==> src/rtl/opprep_pipe_pkg.sv <==
// Shared types and constants for the operand-preparation stage (package p_hardisc).
package p_hardisc;

  localparam int unsigned OPPREP_FWD_MAX = 4;
  // Width at which forwarded values travel; XLEN must not exceed it.
  localparam int unsigned OPPREP_XLEN    = 32;

  typedef logic [4:0] rf_add;

  typedef struct packed {
    rf_add                  rd;
    logic                   we;
    logic                   rdy;
    logic [OPPREP_XLEN-1:0] val;
  } fwd_port_t;

  function automatic logic rf_live(input logic used, input rf_add addr);
    return used & (addr != '0);
  endfunction

endpackage

==> src/rtl/opprep_scoreboard.sv <==
// Pending-writeback scoreboard for long-latency producers.
// Optional OPPREP_SB_DUP_EN keeps a shadow vector and flags divergence on err_o.
module opprep_scoreboard
  import p_hardisc::*;
(
  input  logic  s_clk_i,
  input  logic  s_rst_i,
  input  logic  set_i,
  input  rf_add set_rd_i,
  input  logic  clr_i,
  input  rf_add clr_rd_i,
  input  rf_add rs1_i,
  input  rf_add rs2_i,
  input  rf_add rd_i,
  output logic  rs1_pend_o,
  output logic  rs2_pend_o,
  output logic  rd_pend_o,
  output logic  err_o
);

  logic [31:0] set_vec, clr_vec, pend_d, pend_q, pend_look;

  always_comb begin
    set_vec = '0;
    clr_vec = '0;
    if (set_i && set_rd_i != '0) set_vec[set_rd_i] = 1'b1;
    if (clr_i) clr_vec[clr_rd_i] = 1'b1;
    // Set is applied after clear so a same-cycle collision stays pending.
    pend_d = (pend_q & ~clr_vec) | set_vec;
  end

  always_ff @(posedge s_clk_i) begin
    if (s_rst_i) pend_q <= '0;
    else         pend_q <= pend_d;
  end

`ifdef OPPREP_SB_DUP_EN
  logic [31:0] pend2_q;
  logic        err_q;

  always_ff @(posedge s_clk_i) begin
    if (s_rst_i) begin
      pend2_q <= '0;
      err_q   <= 1'b0;
    end else begin
      pend2_q <= (pend2_q & ~clr_vec) | set_vec;
      err_q   <= |(pend_q ^ pend2_q);
    end
  end

  assign pend_look = (pend_q | pend2_q) & ~clr_vec;
  assign err_o     = err_q;
`else
  assign pend_look = pend_q & ~clr_vec;
  assign err_o     = 1'b0;
`endif

  assign rs1_pend_o = pend_look[rs1_i];
  assign rs2_pend_o = pend_look[rs2_i];
  assign rd_pend_o  = pend_look[rd_i];

endmodule

==> src/rtl/opprep_pipe.sv <==
// Operand preparation: forwarding, hazard detection and a one-deep output register.
// Build option OPPREP_SB_DUP_EN duplicates the scoreboard (see opprep_scoreboard).
module opprep_pipe
  import p_hardisc::*;
#(
  parameter int unsigned XLEN       = 32,
  parameter int unsigned FWD_STAGES = 3
) (
  input  logic                       s_clk_i,
  input  logic                       s_rst_i,
  input  logic                       s_in_valid_i,
  output logic                       s_in_ready_o,
  input  logic [4:0]                 s_rs1_i,
  input  logic [4:0]                 s_rs2_i,
  input  logic [1:0]                 s_rs_use_i,
  input  logic [4:0]                 s_rd_i,
  input  logic                       s_rd_we_i,
  input  logic                       s_long_i,
  input  logic [XLEN-1:0]            s_rf_p1_i,
  input  logic [XLEN-1:0]            s_rf_p2_i,
  input  logic [XLEN-1:0]            s_imm_i,
  input  logic                       s_imm_sel_i,
  input  logic [5*FWD_STAGES-1:0]    s_fwd_rd_i,
  input  logic [FWD_STAGES-1:0]      s_fwd_we_i,
  input  logic [FWD_STAGES-1:0]      s_fwd_rdy_i,
  input  logic [XLEN*FWD_STAGES-1:0] s_fwd_val_i,
  input  logic                       s_lwb_valid_i,
  input  logic [4:0]                 s_lwb_rd_i,
  input  logic [XLEN-1:0]            s_lwb_val_i,
  input  logic                       s_flush_i,
  output logic                       s_out_valid_o,
  input  logic                       s_out_ready_i,
  output logic [XLEN-1:0]            s_op1_o,
  output logic [XLEN-1:0]            s_op2_o,
  output logic [4:0]                 s_rd_o,
  output logic                       s_rd_we_o,
  output logic [15:0]                s_stall_cnt_o,
  output logic                       s_sb_err_o
);

  localparam int unsigned NumFwd = (FWD_STAGES > OPPREP_FWD_MAX) ? OPPREP_FWD_MAX : FWD_STAGES;

  fwd_port_t       fwd [NumFwd];
  rf_add           rs [2];
  logic [XLEN-1:0] rf_val [2];
  logic [XLEN-1:0] opv [2];
  logic [1:0]      fwd_stall, sb_pend, live, src_haz;
  logic            rd_pend, waw, hazard, accept;

  logic            out_valid_d, out_valid_q, rd_we_d, rd_we_q;
  logic [XLEN-1:0] op1_d, op1_q, op2_d, op2_q;
  rf_add           rd_d, rd_q;
  logic [15:0]     stall_d, stall_q;

  for (genvar i = 0; i < NumFwd; i++) begin : g_fwd
    assign fwd[i].rd  = s_fwd_rd_i[5*i +: 5];
    assign fwd[i].we  = s_fwd_we_i[i];
    assign fwd[i].rdy = s_fwd_rdy_i[i];
    assign fwd[i].val = OPPREP_XLEN'(s_fwd_val_i[XLEN*i +: XLEN]);
  end

  assign rs[0]     = s_rs1_i;
  assign rs[1]     = s_rs2_i;
  assign rf_val[0] = s_rf_p1_i;
  assign rf_val[1] = s_rf_p2_i;

  // The youngest matching producer wins; if it is not ready the source must wait.
  always_comb begin : p_opsel
    logic found;
    found = 1'b0;
    for (int k = 0; k < 2; k++) begin
      found        = 1'b0;
      opv[k]       = rf_val[k];
      fwd_stall[k] = 1'b0;
      for (int i = 0; i < NumFwd; i++) begin
        if (!found && fwd[i].we && fwd[i].rd == rs[k]) begin
          found        = 1'b1;
          opv[k]       = XLEN'(fwd[i].val);
          fwd_stall[k] = ~fwd[i].rdy;
        end
      end
      if (!found && s_lwb_valid_i && s_lwb_rd_i == rs[k]) opv[k] = s_lwb_val_i;
      if (rs[k] == '0) opv[k] = '0;
    end
  end

  opprep_scoreboard u_sb (
    .s_clk_i    (s_clk_i),
    .s_rst_i    (s_rst_i),
    .set_i      (accept & s_rd_we_i & s_long_i),
    .set_rd_i   (s_rd_i),
    .clr_i      (s_lwb_valid_i),
    .clr_rd_i   (s_lwb_rd_i),
    .rs1_i      (s_rs1_i),
    .rs2_i      (s_rs2_i),
    .rd_i       (s_rd_i),
    .rs1_pend_o (sb_pend[0]),
    .rs2_pend_o (sb_pend[1]),
    .rd_pend_o  (rd_pend),
    .err_o      (s_sb_err_o)
  );

  assign live[0] = rf_live(s_rs_use_i[0], s_rs1_i);
  assign live[1] = rf_live(s_rs_use_i[1], s_rs2_i);

  for (genvar k = 0; k < 2; k++) begin : g_haz
    assign src_haz[k] = live[k] & ((out_valid_q & rd_we_q & (rd_q == rs[k]))
                                   | sb_pend[k] | fwd_stall[k]);
  end

  assign waw          = s_rd_we_i & (s_rd_i != '0) & rd_pend;
  assign hazard       = (|src_haz) | waw;
  assign s_in_ready_o = (~out_valid_q | s_out_ready_i) & ~hazard & ~s_flush_i;
  assign accept       = s_in_valid_i & s_in_ready_o;

  always_comb begin
    out_valid_d = out_valid_q;
    op1_d       = op1_q;
    op2_d       = op2_q;
    rd_d        = rd_q;
    rd_we_d     = rd_we_q;
    if (s_flush_i) begin
      out_valid_d = 1'b0;
    end else if (accept) begin
      out_valid_d = 1'b1;
      op1_d       = opv[0];
      op2_d       = s_imm_sel_i ? s_imm_i : opv[1];
      rd_d        = s_rd_i;
      rd_we_d     = s_rd_we_i;
    end else if (s_out_ready_i) begin
      out_valid_d = 1'b0;
    end
    stall_d = stall_q;
    if (s_in_valid_i && hazard && !s_flush_i && stall_q != 16'hFFFF) stall_d = stall_q + 16'd1;
  end

  always_ff @(posedge s_clk_i) begin
    if (s_rst_i) begin
      out_valid_q <= 1'b0;
      op1_q       <= '0;
      op2_q       <= '0;
      rd_q        <= '0;
      rd_we_q     <= 1'b0;
      stall_q     <= '0;
    end else begin
      out_valid_q <= out_valid_d;
      op1_q       <= op1_d;
      op2_q       <= op2_d;
      rd_q        <= rd_d;
      rd_we_q     <= rd_we_d;
      stall_q     <= stall_d;
    end
  end

  assign s_out_valid_o = out_valid_q;
  assign s_op1_o       = op1_q;
  assign s_op2_o       = op2_q;
  assign s_rd_o        = rd_q;
  assign s_rd_we_o     = rd_we_q;
  assign s_stall_cnt_o = stall_q;

endmodule

==> config.mk <==
export PLATFORM = sky130hd
export DESIGN_NAME = opprep_pipe
export DESIGN_NICKNAME = d
export VERILOG_FILES = /design/src/rtl/opprep_pipe_pkg.sv /design/src/rtl/opprep_scoreboard.sv /design/src/rtl/opprep_pipe.sv
export SDC_FILE = /design/constraint.sdc
export NUM_CORES = 1
export LEC_CHECK = 0
export CORE_UTILIZATION = 40
export CTS_CLUSTER_SIZE = 12
export DETAILED_ROUTE_END_ITERATION = 7
export HOLD_SLACK_MARGIN = 0.1
export MAX_ROUTING_LAYER = met4
export PLACE_DENSITY = 0.74
export SYNTH_ARGS = -nofsm -noshare
export SYNTH_HDL_FRONTEND = slang
export SYNTH_SLANG_ARGS = --single-unit
==> constraint.sdc <==
create_clock -name s_clk_i -period 4.4 [get_ports s_clk_i]
set_clock_uncertainty 0.2 [all_clocks]
set_input_delay 0.88 -clock s_clk_i [delete_from_list [all_inputs] [get_ports s_clk_i]]
set_output_delay 0.88 -clock s_clk_i [all_outputs]
set_load 0.01 [all_outputs]
==> results of run 1 <==
==> per-layer routing <==
metal  up-vias  wire [um]
met5         -          0
met4         0       1890
met3       127       4270
met2       647      20500
met1      5688      18400
li1       5644          -
==> flip-flops by register name, summed over array words and instances (netlist names) <==
register	cells
s_out_valid_o	1
s_stall_cnt_o	16
s_op1_o	32
s_op2_o	32
u_sb.pend_q	32
s_rd_o	5
s_rd_we_o	1
==> per-stage QoR <==
step	TNS, ns	hold slack [ns]	setup WS (ns)	utilization
finish	0	0.269	0.0588	0.674
global route	-0.0314	0.282	-0.0314	0.674
CTS	0	0.271	0.0166	0.664
detailed placement	-12.29	0.261	-0.873	0.634
global placement	-12.28	0.256	-0.909	0.634
floorplan	0	0.278	0.187	-
==> worst paths after layout <==
kind | startpoint | to | slack (ns) | cells after the start
worst min-delay path | s_op1_o[11] | s_op1_o[11] | 0.27 | 2
worst max-delay path | s_fwd_rd_i[2] | s_in_ready_o | 0.06 | 9
worst max register to register | u_sb.pend_q[20] | s_op1_o[22] | 1.22 | 12
worst min register to register | s_op1_o[11] | s_op1_o[11] | 0.27 | 2
==> cells by family after synthesis <==
family,count (synthesis),synth area share
AO/OA/AOI/OAI,458,0.324
AND/OR/NAND/NOR,432,0.223
buffers and inverters,138,0.0663
flip-flops,119,0.253
multiplexers,68,0.0822
XOR/XNOR,54,0.0502
adder cells (fa/ha/maj),1,0.00133
other,1,0.000398
==> layout make-up <==
class,count,area share
Inverter,17,0.00414
Multi-Input combinational cell,1014,0.435
Sequential cell,119,0.155
Antenna cell,4,0.000650
Clock buffer,17,0.0276
Timing Repair Buffer,560,0.344
Clock inverter,15,0.00853
Tap cell,313,0.0254
==> worst max-delay path, cell delays in order <==
cell and delay (ns):
clkdlybuf4s50_1 0.48, xor2_1 0.18, nor4_2 0.36, nand3_2 0.16, and3_2 0.23, a221oi_4 0.34
a31oi_4 0.15, nor4b_4 0.31, buf_2 0.18
==> power by group <==
group,total (W),internal (W),leakage [nW],switching (W)
combinational,0.00110,0.000598,4.58,0.000505
clock,0.00136,0.000743,0.268,0.000620
sequential,0.00115,0.00112,0.967,0.0000285
==> Yosys cell counts (4+ instances only) <==
library cell    n  area, um2
o22ai_1        25        156
dfxtp_1       119       2380
a22oi_1        11       82.6
and2_1          4       25.0
inv_1          16       60.1
buf_6           6       67.6
o2111ai_1       5       43.8
o21ai_1         9       45.0
nor4_1          9       56.3
nand4_1         5       31.3
xor2_1         33        289
a311oi_1       34        298
a21oi_1       140        701
o21ai_0       103        515
and3_1         10       62.6
a31oi_1        11       68.8
nor3_1         22        110
mux2_2          5       56.3
mux2i_1        56        561
nand2b_1       39        244
or4_1           4       30.0
a211oi_2       32        400
nand2_1       111        417
nand3_1        76        380
buf_4          12       90.1
buf_1           8       30.0
or3_1          11       68.8
clkbuf_1       82        308
nor2b_1         9       56.3
mux4_2          7        158
buf_2          13       65.1
xnor2_1        21        184
a2bb2oi_1      22        193
nor2_1        111        417
a211oi_1       35        263
==> what timing repair did <==
action,in CTS,in global routing
endpoints found under the setup margin,1,1
hold endpoints to repair,0,0
setup buffers,3,7
resized for setup,42,47
pin swaps,6,18
==> reports/results.ini, run 1 <==
[routing]
drc_errors = 0
drtIter0Drc = 1065
wl_per_cell_um = 21.9
routed_wl_um = 45100
vias = 12100
viasPerCell = 5.88
final_antenna_net_count = 0
dr.pass1.iters = 5

[floorplanning]
fp-row-count = 55
core_um2 = 22800
initial_core_util = 0.412
die_y_um = 155
dieArea_um2 = 24200
num_io_pins = 365
die_w_um = 155

[cells_and_area]
fill_cells = 2005
final_cell_mix = clkdlybuf4s50_1, buf_4, a21oi_1
area_growth_pct = 63.5
drive_gt1_frac = 0.187
fin_area_um2 = 15400
final_nets = 2006
multi_input_area_um2 = 6700
mostFrequentLayoutCell = clkdlybuf4s50_1
seq_area_um2 = 2380
layout.cells.non_filler = 2059

[sta]
slew_viol_final = 0
hold_viol = 0
fin_crit_sh = 0.987
timing.fmax_mhz = 230
setup_viol = 0
min_period_ns = 4.34
max-slew-margin-rel = 0.414
worst_pin_slew_ns = 0.879

[global_routing]
antenna_found_initial = 4
grt_pass1_wl_um = 65800
met1_usage = 0.459
met2_usage = 0.576
grt_max_degree = 67
grt_most_used_layer = met2
grt_use_met3 = 0.0791
grt_usage = 0.369
grt.overflow.total = 0
grt_pass1_vias = 11200

[clock_network]
cts_buffer_depth = 2
cts_sinks = 119
holdBufCountCts = 0
htree_num_levels = 4
cts_buffers = 17
clock_latency_ns = 0.43
cts.clk_slew.worst_paths_ns = 0.06
cts_tree = done
cts_root_buffer = clkbuf_16

[critical_path]
critPathArrivalTime_ns = 3.26
required_ns = 3.32
crit_path_max_fanout = 3
critical_path_class = input pin to output port
start_kind = input pin
cp-end-kind = output port

[synthesis]
syn_nets = 1548
synthArstFlopShare = 0
synth_edf_count = 0
synth_cell_type_count = 70
synth-seq-cells = 119
synthFlopType = dfxtp_1
synth_cells = 1271
yosysWarnings = 0
synth.yosys.seq_area_share = 0.253
netlist_area_um2 = 9420
syn_avg_cell_area_um2 = 7.41

[job]
cap_violations = 0

[pwr]
peakVddDrop_v = 0.000241
power_w = 0.00362
p_per_area_nw_per_um2 = 235
p_leak_nw = 5.81

[placed_design]
placed_cells = 2014
port_buffers = 363
post_dp_cell_area_um2 = 14500
dpl.hpwl_um = 34200
place.gp.congestion = 0.959

[outcome]
outcome = finished, final reports clean

[min_path]
hp-class = flip-flop to flip-flop

(Power assumes the default switching activity.)
==> run 2: changes to the inputs <==
--- a/config.mk
+++ b/config.mk
@@ -8,6 +8,8 @@
 export CORE_UTILIZATION = 40
 export CTS_CLUSTER_SIZE = 12
 export DETAILED_ROUTE_END_ITERATION = 7
+export GPL_ROUTABILITY_DRIVEN = 0
+export GPL_TIMING_DRIVEN = 0
 export HOLD_SLACK_MARGIN = 0.1
 export MAX_ROUTING_LAYER = met4
 export PLACE_DENSITY = 0.74
==> constraint.sdc (replaced) <==
create_clock -name s_clk_i -period 5 [get_ports s_clk_i]
set_clock_uncertainty 0.2 [all_clocks]
set_input_delay 1 -clock s_clk_i [delete_from_list [all_inputs] [get_ports s_clk_i]]
set_output_delay 1 -clock s_clk_i [all_outputs]
set_load 0.01 [all_outputs]
==> run 2 against run 1 <==
Compared with the run above:
- critical path depth up 1
- sequential cell count unchanged
- clock power is 4% lower
- sequential power is 11% lower
- wire length rose by 7.2%
- worst hold slack hardly changed
- cell area shrank 8.7%
- worst setup slack got worse by 0.025 ns
- critical path type unchanged
- largest power group unchanged
- highest routed layer unchanged
==> reports/results.ini, run 2 (same netlist as run 1, synthesis figures left out) <==
[outcome]
outcome = finished, final reports clean

[global_routing]
grt_max_degree = 17  ; -75%
grt_pass1_vias = 11600  ; +3.9%
antenna_found_initial = 5  ; +1
grt_usage = 0.394  ; +0.0245
grt.overflow.total = 0  ; unchanged
grt_pass1_wl_um = 69500  ; +5.8%

[clock_network]
cts_tree = done
cts_root_buffer = clkbuf_16
htree_num_levels = 4  ; unchanged
clock_latency_ns = 0.44  ; about the same
cts_buffer_depth = 2  ; unchanged
cts_buffers = 17  ; unchanged
cts_sinks = 119  ; unchanged
holdBufCountCts = 0  ; unchanged
cts.clk_slew.worst_paths_ns = 0.06  ; about the same

[pwr]
p_leak_nw = 4.99  ; -14%
peakVddDrop_v = 0.000215  ; -11%
p_per_area_nw_per_um2 = 230  ; -2.2%

[placed_design]
post_dp_cell_area_um2 = 13300  ; -8.2%
dp_slack_ns = -0.749  ; +0.124 ns
dpl.hpwl_um = 36700  ; +7.5%
port_buffers = 347  ; -4.4%
placed_cells = 1932  ; -4.1%

[job]
cap_violations = 0  ; unchanged

[routing]
drc_errors = 0  ; unchanged
vias = 12500  ; +3.4%
dr.pass1.iters = 7  ; +2
routed_wl_um = 48300  ; +7.2%
final_antenna_net_count = 0  ; unchanged
viasPerCell = 6.34  ; +7.9%
drtIter0Drc = 1724  ; +62%
wl_per_cell_um = 24.5  ; +12%

[min_path]
min_path_cells = 2  ; unchanged
hp-class = flip-flop to flip-flop
hp-start = s_op1_o[13]
worstHoldEndpoint = s_op1_o[13]

[floorplanning]
num_io_pins = 365  ; unchanged
core_um2 = 22800  ; unchanged
fp-row-count = 55  ; unchanged
dieArea_um2 = 24200  ; unchanged
initial_core_util = 0.412  ; unchanged
die_w_um = 155  ; unchanged
die_y_um = 155  ; unchanged

[critical_path]
crit_chain = clkdlybuf4s50_1 -> clkbuf_2 -> nor2b_2 -> o311ai_0 -> o31ai_1 -> o21ai_0 -> o31ai_1 -> o31a_1 -> nor4b_1 -> dlygate4sd2_1
cp_slowest_cell = clkdlybuf4s50_1
critPathArrivalTime_ns = 3.77  ; +0.51 ns
required_ns = 3.80  ; +0.48 ns
r2r_slack_ns = 1.66  ; +0.44 ns
r2r-start = u_sb.pend_q[8]
r2r-end = s_op2_o[20]
crit_path_frequent_cell = o31ai_1
slowest_delay_ns = 0.52  ; +0.04 ns
critical_path_class = input pin to output port
start_kind = input pin
cp-startpoint = s_rs2_i[2]
crit_path_max_fanout = 10  ; +7
cp-end-kind = output port
reg2reg_depth = 12  ; unchanged

[cells_and_area]
fin_area_um2 = 14100  ; -8.7%
drive_gt1_frac = 0.0900  ; -0.0972
mostFrequentLayoutCell = clkdlybuf4s50_1
final_nets = 1921  ; -4.2%
area_growth_pct = 49.3
layout.cells.non_filler = 1974  ; -4.1%
final_cell_mix = clkdlybuf4s50_1, a21oi_1, dfxtp_1

[sta]
max-slew-margin-rel = 0.0735  ; -0.341
fin_crit_sh = 0.993
slew_viol_final = 0  ; unchanged
hold_viol = 0  ; unchanged
setup_viol = 0  ; unchanged
worst_pin_slew_ns = 1.39  ; +0.511 ns
timing.fmax_mhz = 201
min_period_ns = 4.97
fin_ws_ns = 0.0335  ; -0.0253 ns

==> run 2: cell count changes in the layout (fill, tap and decap cells not counted), moves of 8 or more <==
cell            previous run  this run
buf_4                    177        20
buf_2                      1        13
clkbuf_1                   0        74
dlymetal6s2s_1             8         0
buf_1                      0         8
buf_12                    13         0
==> run 2: worst max path at each step <==
stage	cells after the start	endpoint	slack (ns)
floorplan	9	s_in_ready_o	0.55
global placement	10	s_in_ready_o	-0.73
detailed placement	10	s_in_ready_o	-0.75
CTS	10	s_in_ready_o	0.05
global route	10	s_in_ready_o	-0.02
finish	10	s_in_ready_o	0.03
==> run 2: report_power, final <==
part           switching [W]  internal (W)  leakage, nW  total, W
Combinational       0.000459      0.000451         3.72  0.000909
Clock               0.000498      0.000806        0.295   0.00130
Sequential         0.0000272      0.000990        0.967   0.00102
==> run 2: cell type report <==
cell class              instances  area (um2)
plain buffers                 119         572
clock inverters                12         151
clock buffers                  19         453
inverters                      17        67.6
multi-input cells            1014        6500
repair buffers                356        3530
fillers                      2055        8780
diodes                          5        12.5
well taps                     313         392
flip-flops and latches        119        2380
==> run 2: timing repair <==
action | in CTS | in global routing
setup endpoints to repair | 1 | 1
gates resized for setup | 30 | 6
pin swaps | 4 | 1
setup buffers | 4 | 2
hold endpoints to repair | 0 | 0
==> run 2: per-stage QoR <==
stage	total power, W	util	hold WS [ns]	setup TNS [ns]
6_report	0.00323	0.616	0.269	0
4_1_cts	0.00319	0.613	0.270	0
5_1_grt	0.00330	0.616	0.281	-0.0209
3_5_place_dp	0.00191	0.582	0.260	-4.98
3_3_place_gp	0.00190	0.581	0.257	-2.09
2_1_floorplan	0.00144	-	0.278	0
==> run 2: worst max-delay path, delay by kind of cell <==
kind | cells | cell delay, ns
AND/OR/NAND/NOR | 2 | 0.56
buffers and inverters | 3 | 1.11
AO/OA/AOI/OAI | 5 | 1.08
==> run 2: routing by layer <==
layer / routed length, um / part of all wire / track usage
met4: 2980 / 0.062 / 0.207
met5: 0 / 0 / -
met3: 6330 / 0.13 / 0.114
met2: 20700 / 0.43 / 0.586
met1: 18300 / 0.38 / 0.480
==> run 3: changes to the inputs <==
--- a/config.mk
+++ b/config.mk
@@ -5,14 +5,16 @@
 export SDC_FILE = /design/constraint.sdc
 export NUM_CORES = 1
 export LEC_CHECK = 0
-export CORE_UTILIZATION = 40
+export CELL_PAD_IN_SITES_DETAIL_PLACEMENT = 0
+export CELL_PAD_IN_SITES_GLOBAL_PLACEMENT = 1
+export CORE_UTILIZATION = 34
 export CTS_CLUSTER_SIZE = 12
 export DETAILED_ROUTE_END_ITERATION = 7
 export GPL_ROUTABILITY_DRIVEN = 0
 export GPL_TIMING_DRIVEN = 0
 export HOLD_SLACK_MARGIN = 0.1
 export MAX_ROUTING_LAYER = met4
-export PLACE_DENSITY = 0.74
+export PLACE_DENSITY_LB_ADDON = 0.1
 export SYNTH_ARGS = -nofsm -noshare
 export SYNTH_HDL_FRONTEND = slang
 export SYNTH_SLANG_ARGS = --single-unit
==> run 3 against run 2 <==
Compared with the run above:
- the run now ends with capacitance limit, slew limit left
- count of clock-buffer cells in the layout down 1
- combinational power decreased by 0.9%
- via count fell by 4.1%
- cell area up 0.83%
- register-to-register slack gained 0.05 ns
- worst hold slack about the same
- non-clock buffer count is 4 lower
- largest cell class unchanged
==> reports/results.ini, run 3 (same netlist as run 1, synthesis figures left out) <==
[sta]
worst_pin_slew_ns = 1.50  ; +0.107 ns
fin_crit_sh = 0.991  ; -0.00210
hold_viol = 0  ; unchanged
rsz0062_at_grt = false
max-slew-margin-rel = -0.00562  ; -0.0791
setup_viol = 0  ; unchanged
slew_viol_final = 1  ; +1
min_period_ns = 4.96  ; -0.0105 ns
timing.fmax_mhz = 202  ; +0.21%

[placed_design]
dpl.hpwl_um = 37900  ; +3.2%
placed_cells = 1990  ; +3.0%
post_dp_cell_area_um2 = 13400  ; +0.49%
port_buffers = 347  ; unchanged

[cells_and_area]
layout.cells.non_filler = 2036  ; +3.1%
drive_gt1_frac = 0.0920  ; +0.00198
final_cell_mix = clkdlybuf4s50_1, a21oi_1, dfxtp_1
mostFrequentLayoutCell = clkdlybuf4s50_1
final_nets = 1917  ; -0.21%
fin_area_um2 = 14200  ; +0.83%
area_growth_pct = 50.6

[routing]
routed_wl_um = 50000  ; +3.5%
viasPerCell = 5.90  ; -7.0%
final_antenna_net_count = 0  ; unchanged
drc_errors = 0  ; unchanged
dr.pass1.iters = 5  ; -2
drtIter0Drc = 1167  ; -32%
wl_per_cell_um = 24.6  ; +0.34%
vias = 12000  ; -4.1%

[floorplanning]
num_io_pins = 365  ; unchanged
dieArea_um2 = 28400  ; +17%
die_w_um = 168  ; +8.4%
core_um2 = 27100  ; +19%
initial_core_util = 0.348  ; -0.0647
die_y_um = 168  ; +8.4%
fp-row-count = 60  ; +9.1%

[min_path]
hp-class = flip-flop to flip-flop

[critical_path]
cp_slowest_cell = clkdlybuf4s50_1
cp-end-kind = output port
crit_path_max_fanout = 10  ; unchanged
cp-startpoint = s_rs1_i[1]
critical_path_class = input pin to output port
slowest_delay_ns = 0.56  ; +0.04 ns
worstSetupEndpoint = s_in_ready_o
crit_chain = clkdlybuf4s50_1 -> buf_6 -> clkbuf_4 -> nor2_1 -> a2111oi_2 -> a31oi_1 -> a31oi_2 -> a31oi_4 -> nor4b_2 -> dlygate4sd2_1
critPathArrivalTime_ns = 3.76  ; about the same
start_kind = input pin
critical_path_buf_inv_count = 4  ; +1
r2r-end = s_op2_o[11]
reg2reg_depth = 11  ; -1
r2r_slack_ns = 1.71  ; +0.05 ns
r2r-start = u_sb.pend_q[14]
cp_num_cells = 10  ; unchanged
cp_top_family = buffers and inverters
required_ns = 3.80  ; about the same

[clock_network]
cts_tree = done
cts_sinks = 119  ; unchanged
cts_root_buffer = clkbuf_16
clock_latency_ns = 0.43  ; about the same
cts.clk_slew.worst_paths_ns = 0.06  ; about the same
htree_num_levels = 4  ; unchanged
cts_buffers = 17  ; unchanged
cts_buffer_depth = 2  ; unchanged

[global_routing]
grt_pass1_wl_um = 71400  ; +2.7%
grt_max_degree = 17  ; unchanged
antenna_found_initial = 11  ; +6
grt.overflow.total = 0  ; unchanged
grt_pass1_vias = 11300  ; -3.2%
grt_usage = 0.349  ; -0.0446

[job]
cap_violations = 1  ; +1

[outcome]
outcome = finished with violations
violations = capacitance limit, slew limit

[pwr]
p_per_area_nw_per_um2 = 227  ; -1.1%
peakVddDrop_v = 0.000173  ; -19%
p_leak_nw = 4.97  ; -0.35%

## run 3: cell types whose count changed in the layout (fill, tap and decap cells not counted), sizes merged
cell and delta:
inv +1, clkbuf -3, clkinv -2, buf -2, diode +6, clkinvlp +3
## run 3: worst min-delay path: cells and delay by family (launching register included)
family             cells  cell delay (ns)
DFF                    1             0.31
and+or+nand+nor        1             0.06
AOI/OAI and AO/OA      1             0.06
## run 3: power breakdown
part           internal (W)  total [W]  switching [W]
combinational      0.000451   0.000901       0.000451
clock              0.000800    0.00130       0.000503
sequential         0.000989    0.00102      0.0000273
total               0.00224    0.00322       0.000981
## run 3: layout make-up
| cell class | count | area (um2) |
|---|---|---|
| sequential | 119 | 2380 |
| buffer | 119 | 577 |
| multi-input combinational | 1014 | 6540 |
| timing repair buffer | 352 | 3510 |
| inverter | 17 | 71.3 |
| fill | 2719 | 12900 |
| tap | 372 | 465 |
| antenna | 11 | 27.5 |
| clock buffer | 18 | 439 |
| clock inverter | 14 | 174 |
## run 3: per-layer routing
metal  track usage  vias up  part of all wire
met5             -        -                 0
met4         0.146        0             0.034
met3        0.0655       99             0.088
met2         0.533      700              0.45
met1         0.451     5731              0.43
li1              -     5476                 -
## run 3: how the worst min path moves through the flow
stage	startpoint	to	cells after the start
5_1_grt	s_op1_o[23]	s_op1_o[23]	2
6_report	s_op1_o[23]	s_op1_o[23]	2
2_1_floorplan	u_sb.pend_q[0]	u_sb.pend_q[0]	2
3_3_place_gp	s_op1_o[23]	s_op1_o[23]	2
3_5_place_dp	s_op1_o[23]	s_op1_o[23]	2
4_1_cts	s_op1_o[23]	s_op1_o[23]	2
## run 3: timing repair
item	CTS	global route
resized for setup	39	12
hold buffers	0	0
gates cloned	0	0
pin swaps	3	1
endpoints found under the setup margin	1	2
buffers inserted	3	2
## run 3: metrics by stage
stage	worst slack (ns)	setup TNS, ns	power (W)	hold slack, ns	utilization
floorplan	0.547	0	0.00144	0.278	-
global placement	-0.858	-23.74	0.00190	0.257	0.493
detailed placement	-0.903	-25.16	0.00191	0.261	0.493
CTS	0.0114	0	0.00321	0.269	0.521
global route	0.0176	0	0.00333	0.281	0.523
finish	0.0440	0	0.00322	0.270	0.523
